### src/rtl/fetch_unit.sv
// ============================================================================
// fetch_unit : instruction fetch stage with a prefetch queue feeding decode
// Rev 1.0    : initial release
// ============================================================================
`default_nettype none

module fetch_unit #(
  parameter int          ADDR_WIDTH = 10,
  parameter int          FIFO_DEPTH = 4,
  parameter logic [31:0] NOP_INSTR  = 32'h00000013
) (
  input  logic                            CLK,
  input  logic                            RESET,
  output logic [ADDR_WIDTH-1:0]           INSTRUCTION_ADDR,
  input  logic [31:0]                     INSTRUCTION,
  input  logic                            STALL,
  input  logic                            REDIRECT,
  input  logic [ADDR_WIDTH-1:0]           REDIRECT_PC,
  output logic [ADDR_WIDTH-1:0]           PC_DECODE,
  output logic [31:0]                     INSTRUCTION_DECODE,
  output logic                            DECODE_VALID,
  output logic [$clog2(FIFO_DEPTH):0]     FIFO_COUNT
);

  localparam int PTR_W = $clog2(FIFO_DEPTH);
  localparam int CNT_W = PTR_W + 1;

  logic [ADDR_WIDTH-1:0] pc;
  logic [ADDR_WIDTH-1:0] inflight_pc;
  logic                  inflight;
  logic [ADDR_WIDTH-1:0] q_pc    [FIFO_DEPTH];
  logic [31:0]           q_instr [FIFO_DEPTH];
  logic [PTR_W-1:0]      wr_ptr;
  logic [PTR_W-1:0]      rd_ptr;
  logic [CNT_W-1:0]      count;

  logic [CNT_W-1:0]      occupancy;
  logic                  can_issue;
  logic                  push;
  logic                  pop;

  // An outstanding ROM read reserves a queue slot, so the queue never overflows.
  assign occupancy = count + CNT_W'(inflight);
  assign can_issue = !REDIRECT && (occupancy < CNT_W'(FIFO_DEPTH));
  assign push      = inflight;
  assign pop       = !STALL && (count != '0);

  assign INSTRUCTION_ADDR = pc;
  assign FIFO_COUNT       = count;

  always_ff @(posedge CLK) begin
    if (push) begin
      q_pc[wr_ptr]    <= inflight_pc;
      q_instr[wr_ptr] <= INSTRUCTION;
    end
  end

  always_ff @(posedge CLK) begin
    if (RESET) begin
      pc                 <= '0;
      inflight           <= 1'b0;
      inflight_pc        <= '0;
      wr_ptr             <= '0;
      rd_ptr             <= '0;
      count              <= '0;
      PC_DECODE          <= '0;
      INSTRUCTION_DECODE <= NOP_INSTR;
      DECODE_VALID       <= 1'b0;
    end else if (REDIRECT) begin
      // Clearing inflight drops the word returning for the pre-redirect fetch.
      pc                 <= REDIRECT_PC;
      inflight           <= 1'b0;
      wr_ptr             <= '0;
      rd_ptr             <= '0;
      count              <= '0;
      INSTRUCTION_DECODE <= NOP_INSTR;
      DECODE_VALID       <= 1'b0;
    end else begin
      if (can_issue) begin
        inflight    <= 1'b1;
        inflight_pc <= pc;
        pc          <= pc + 1'b1;
      end else begin
        inflight <= 1'b0;
      end

      if (push) begin
        wr_ptr <= wr_ptr + 1'b1;
      end

      if (pop) begin
        rd_ptr             <= rd_ptr + 1'b1;
        PC_DECODE          <= q_pc[rd_ptr];
        INSTRUCTION_DECODE <= q_instr[rd_ptr];
        DECODE_VALID       <= 1'b1;
      end else if (!STALL) begin
        INSTRUCTION_DECODE <= NOP_INSTR;
        DECODE_VALID       <= 1'b0;
      end

      count <= count + CNT_W'(push) - CNT_W'(pop);
    end
  end

endmodule

`default_nettype wire

### config.mk
export PLATFORM = sky130hd
export DESIGN_NAME = fetch_unit
export DESIGN_NICKNAME = d
export VERILOG_FILES = /design/src/rtl/fetch_unit.sv
export SDC_FILE = /design/constraint.sdc
export NUM_CORES = 1
export LEC_CHECK = 0
export BUFFER_PORTS_ARGS = -buffer_cell sky130_fd_sc_hd__buf_2
export CAP_MARGIN = 20
export CORE_AREA = 2 2 132 134
export DETAILED_ROUTE_END_ITERATION = 12
export DIE_AREA = 0 0 134 136
export HOLD_SLACK_MARGIN = 0.05
export PLACE_DENSITY = 0.74
export SLEW_MARGIN = 20
export SYNTH_ARGS = -nofsm -noshare
export SYNTH_HDL_FRONTEND = slang
export SYNTH_SLANG_ARGS = --single-unit
export TNS_END_PERCENT = 10
### constraint.sdc
create_clock -name CLK -period 2.5 [get_ports CLK]
set_clock_uncertainty 0.15 [all_clocks]
set_input_delay 0.5 -clock CLK [delete_from_list [all_inputs] [get_ports CLK]]
set_output_delay 0.5 -clock CLK [all_outputs]
set_load 0.02 [all_outputs]
---- After elaboration in Yosys (flattened, before gate mapping) ----
Memory sizes are Yosys's and may differ from the RTL's. A register that Yosys moved wholly into a read port is not among the register bits.
Index checks and enable logic that the tools add are counted.
W data, S select, Z words.
storage, ports and cells
  register bits ........................... 61
  bits in latches ......................... 0
  memory bits (writable) .................. 168
  ROM bits ................................ 0
  input bits .............................. 46
  output and inout port bits .............. 56
  memories kept ........................... 2
memory list
  name     depth  width  rd ports  clocked after Yosys merged registers in  write ports  line  text
  q_instr  4      32     1         1                                        1            32    logic [31:0] q_instr [FIFO_DEPTH];
  q_pc     4      10     1         1                                        1            31    logic [ADDR_WIDTH-1:0] q_pc [FIFO_DEPTH];
cells by class
  $add $sub $neg .......................... 5
  multipliers ............................. 0
  div/mod/pow operators ................... 0
  $lt $le $gt $ge ......................... 1
  equality and inequality tests ........... 1
  shifts and indexed selects .............. 0
  muxes and demuxes ....................... 11
  bitwise operators ....................... 1
  reduce and logical (&&, ||, !) cells .... 9
operators by type and width
  cell                     count
  $mux W32                 2
  $mux W10                 2
  $add A10 B1 Y10 const B  1
  $mux W1                  5
  $add A2 B1 Y2 const B    2
  $mux W2                  2
  $reduce_and A2 Y1        2
  $add A3 B1 Y3            1
  $lt A3 B3 Y1 const B     1
  $reduce_bool A3 Y1       1
  $sub A3 B1 Y3            1
  $logic_and A1 B1 Y1      2
  $logic_not A1 Y1         2
  $ne A2 B1 Y1 const B     1
  $reduce_bool A2 Y1       1
  $reduce_or A2 Y1         1
  $not A1 Y1               1

---- Longest topological paths before layout ----
  depth in word-level cells ............... 5
  mapped depth ............................ 9
  mapped depth without buffers ............ 7

---- Worst setup path after synthesis ----
No wires, ideal clock.
  path type ............................... input to register
  start ................................... input STALL
  end ..................................... register count[2], in the netlist FIFO_COUNT[2]
  arrival ................................. 1860 ps
  setup slack ............................. 362 ps
  stages on the path ...................... 9
  path through ............................ clkbuf_1 -> clkinv_1 -> clkbuf_1 -> nand2_1 -> inv_1 -> ha_1 -> ha_1 -> xnor2_1 -> nor2_1
on the way
  word-level cells in the longest chain between the ends .. 3
RTL lines
  item                    line  text
  start: declaration      16    input logic STALL,
  $logic_not A1 Y1        n/a
  $logic_and A1 B1 Y1     46    assign pop = !STALL && (count != '0);
  net pop                 40    logic pop;
  $sub A3 B1 Y3           101   count <= count + CNT_W'(push) - CNT_W'(pop);
  end signal: assignment  101
  end: declaration        35    logic [CNT_W-1:0] count;
The timed path passes the listed nets, and every way through them passes these cells.
A chain may end at the register's enable or synchronous reset.

---- Final worst setup path ----
  start ................................... register inflight
  end ..................................... register pc[5], in the netlist INSTRUCTION_ADDR[5]
on the way
  word-level cells in the longest chain between the ends .. 4
RTL lines
  item                                 line  text
  start: declaration                   30    logic inflight;
  start signal: assignment             61    inflight <= 1'b0;
  start signal: assignment             72    inflight <= 1'b0;
  start signal: assignment             80    inflight <= 1'b1;
  $add A3 B1 Y3                        43    assign occupancy = count + CNT_W'(inflight);
  $lt A3 B3 Y1                         44    assign can_issue = !REDIRECT && (occupancy < CNT_W'(FIFO_DEPTH));
  $logic_and A1 B1 Y1                  44
  $reduce_bool A2 Y1 (no source line)  n/a
  end signal: assignment               82    pc <= pc + 1'b1;
  end: declaration                     28    logic [ADDR_WIDTH-1:0] pc;
No other way between the ends.

==> impl_metrics.py <==
metrics = {
    "run_status": {
        "status": "complete, no violations",
    },
    "floorplan": {
        "start_util": 0.5357,
        "die_y_um": 136,
        "die_w_um": 134,
        "die_area_um2": 18220,
        "rows": 48,
        "ios": 102,
        "core_area_um2": 16880,
    },
    "global_routing": {
        "grt_pass1_wl_um": 29570,
        "gr-total-overflow": 0,
        "grt_pass1_vias": 5631,
        "grt_use_total": 0.2098,
        "antenna_found_initial": 0,
        "grt_max_degree": 41,
    },
    "yosys": {
        "mappedNetlistNets": 634,
        "synth.cell_area_um2": 9041,
        "synth_cell_type_count": 35,
        "yosys_warnings": 0,
        "ys_ff_latch": 241,
        "synthCells": 579,
        "syn_area_per_cell_um2": 15.62,
        "yosysSeqAreaShare": 0.7196,
    },
    "place": {
        "place_hpwl_um": 11300,
        "place_congestion": 0.8072,
        "dp_cells": 885,
        "portBuffers": 101,
    },
    "worst_setup_path": {
        "cp_common_cell": "ha_1",
        "cp.required_ns": 2.76,
        "setup.worst_path.start_class": "register",
        "cpMaxStageDelayCell": "or4_1",
        "crit_type": "reg -> reg",
        "path_cells": "ha_1 > ha_1 > xor2_2 > buf_4 > or4_1 > a311oi_1",
        "crit_path_end_kind": "register",
        "cpPeakStageDelay_ns": 0.52,
        "path_max_fanout": 28,
        "arrival_ns": 2.51,
    },
    "drt": {
        "avgRoutedWirePerCell_um": 19.99,
        "drt_iter0_drc": 295,
        "routed_wl_um": 18830,
        "drt_first_pass_iters": 5,
        "drc": 0,
        "via_per_inst": 5.783,
        "ant_nets": 0,
        "vias": 5448,
    },
    "sta": {
        "worst_pin_slew_ns": 0.7600,
        "tns_ns": 0,
        "slew_headroom": 0.4915,
        "fin_crit_sh": 0.8962,
        "fin_crit_ns": 2.241,
        "rsz0062_at_grt": "no",
        "setup_viol": 0,
        "max_freq_mhz": 446.3,
        "hold_viol": 0,
        "slew_violations": 0,
    },
    "finish": {
        "diodes": 0,
        "post-route-util": 0.6489,
        "drive_above_1_share": 0.2957,
        "syn2layout_area_growth_pct": 21.13,
        "num-nets-final": 754,
        "instances_no_fill": 942,
    },
    "clocking": {
        "clock_latency_ns": 0.51,
        "clkSlewWorstSetupHoldPaths_ns": 0.06,
        "cts.sinks": 241,
        "cts_buffers": 24,
        "cts_max_path_buffers": 3,
        "postCtsSetupBuffers": 0,
        "cts_tree": "yes",
        "cts-root-buf": "clkbuf_16",
        "cts_max_level": 1,
    },
    "run": {
        "drv_cap": 0,
    },
    "power": {
        "powerDensity_nw_per_um2": 815.9,
        "leakage_nw": 3.739,
        "vdd_drop_max_mv": 0.5784,
    },
    "worst_hold_path": {
        "worstHoldPathType": "in -> reg",
    },
}
worst paths after layout:
path / endpoint / startpoint / slack, ns / depth (start not counted)
max: INSTRUCTION_ADDR[5]$_SDFFE_PP0P_ / inflight$_SDFF_PP0_ / 0.26 / 6
min: q_instr[1][14]$_DFFE_PP_ / INSTRUCTION[14] / 0.06 / 1
min reg2reg: INSTRUCTION_DECODE[23]$_SDFFE_PP0P_ / INSTRUCTION_DECODE[23]$_SDFFE_PP0P_ / 0.30 / 2
max reg2reg: INSTRUCTION_ADDR[5]$_SDFFE_PP0P_ / inflight$_SDFF_PP0_ / 0.26 / 6
registers in the layout, summed over array words and instances, names as in the netlist, 2 cells and up, named ones only:
register	cells
FIFO_COUNT	3
INSTRUCTION_ADDR	10
PC_DECODE	10
rd_ptr	2
inflight_pc	10
q_instr	128
wr_ptr	2
q_pc	40
INSTRUCTION_DECODE	32
worst max-delay path: cells and delay by family (launching register included):
family / cells / cell delay (ns)
compound gates: 1 / 0.25
simple gates: 1 / 0.52
flops: 1 / 0.38
buf+inv: 1 / 0.23
fa+ha+maj: 2 / 0.46
xor+xnor: 1 / 0.16
logic make-up after synthesis:
| family | after synthesis | synth area share |
|---|---|---|
| buffers and inverters | 50 | 0.02325 |
| AOI/OAI and AO/OA | 98 | 0.06407 |
| and+or+nand+nor | 133 | 0.06919 |
| muxes | 43 | 0.1057 |
| adders and majority gates | 9 | 0.01246 |
| xor gates and xnor gates | 5 | 0.005674 |
| DFF | 241 | 0.7196 |
layout make-up:
cell class	instances	area, µm²
inverter	13	48.80
timing repair buffer	131	850.8
sequential	241	6509
multi-input combinational	288	2338
fill	1153	5924
tap	225	281.5
clock inverter	16	286.5
clock buffer	28	636.9
metal layers:
layer	track usage	routed length, µm	vias to the layer above
met4	0.07624	476	0
li1	-	-	2473
met5	0	0	-
met1	0.2575	7256	2741
met3	0.04251	1130	32
met2	0.3707	9962	202
per-stage QoR:
step	hold WS [ns]	area, µm²	total power, mW	worst slack [ns]
after floorplan	0.3038	9041	4.708	0.3624
after global placement	0.2924	9891	4.859	0.3143
after detailed placement	0.2962	9891	4.882	0.2326
after CTS	0.05000	10930	8.991	0.2281
after global routing	0.05448	10950	9.177	0.1167
final	0.06311	10950	8.936	0.2594
power by group:
group / total (mW) / internal [mW] / switching (mW) / leakage (nW)
Clock: 4.12 / 2.65 / 1.47 / 0.446
Sequential: 4.40 / 4.34 / 0.0538 / 2.10
Combinational: 0.417 / 0.166 / 0.251 / 1.19
Total: 8.94 / 7.16 / 1.77 / 3.74
synthesized netlist by cell type:
library cell / count / area share
a21oi_1: 54 / 0.030
nand4_2: 1 / 0.0014
a211oi_1: 1 / 0.00083
or2_2: 2 / 0.0014
or4_1: 3 / 0.0025
clkbuf_1: 23 / 0.0095
edfxtp_1: 168 / 0.56
o31a_1: 2 / 0.0019
xor2_2: 1 / 0.0018
o41a_1: 4 / 0.0050
ha_1: 9 / 0.012
buf_2: 3 / 0.0017
buf_4: 3 / 0.0025
o31ai_1: 4 / 0.0033
dfxtp_1: 73 / 0.16
xnor2_1: 4 / 0.0039
nor2_1: 22 / 0.0091
mux4_2: 42 / 0.10
nand3_1: 53 / 0.029
nor4_1: 4 / 0.0028
nor3_1: 4 / 0.0022
nor2b_1: 3 / 0.0021
or3_1: 1 / 0.00069
buf_6: 1 / 0.0012
buf_1: 7 / 0.0029
nand2_1: 36 / 0.015
a311oi_1: 4 / 0.0039
o21ai_0: 25 / 0.014
inv_1: 12 / 0.0050
a221oi_1: 1 / 0.00097
clkinv_1: 1 / 0.00041
mux2i_1: 1 / 0.0011
and2_1: 4 / 0.0028
a2111oi_2: 2 / 0.0033
a2111oi_1: 1 / 0.0011
layout by cell type (no fill, tap or decap), types with 12 or more instances in the layout:
cell | Yosys | routed
mux4_2 | 42 | 42
dlygate4sd3_1 | 0 | 13
nor2_1 | 22 | 22
clkbuf_16 | 0 | 25
edfxtp_1 | 168 | 168
o21ai_0 | 25 | 25
dfxtp_1 | 73 | 71
nand3_1 | 53 | 53
a21oi_1 | 54 | 54
nand2_1 | 36 | 36
buf_2 | 3 | 101
inv_1 | 12 | 12
timing repair:
action                                  4_1_cts  5_1_grt
endpoints found under the hold margin        41        4
gates resized for setup                       0        1
endpoints found under the setup margin        0        1
hold buffers                                 12        1
No activity file was read; power rests on OpenSTA's default activity.
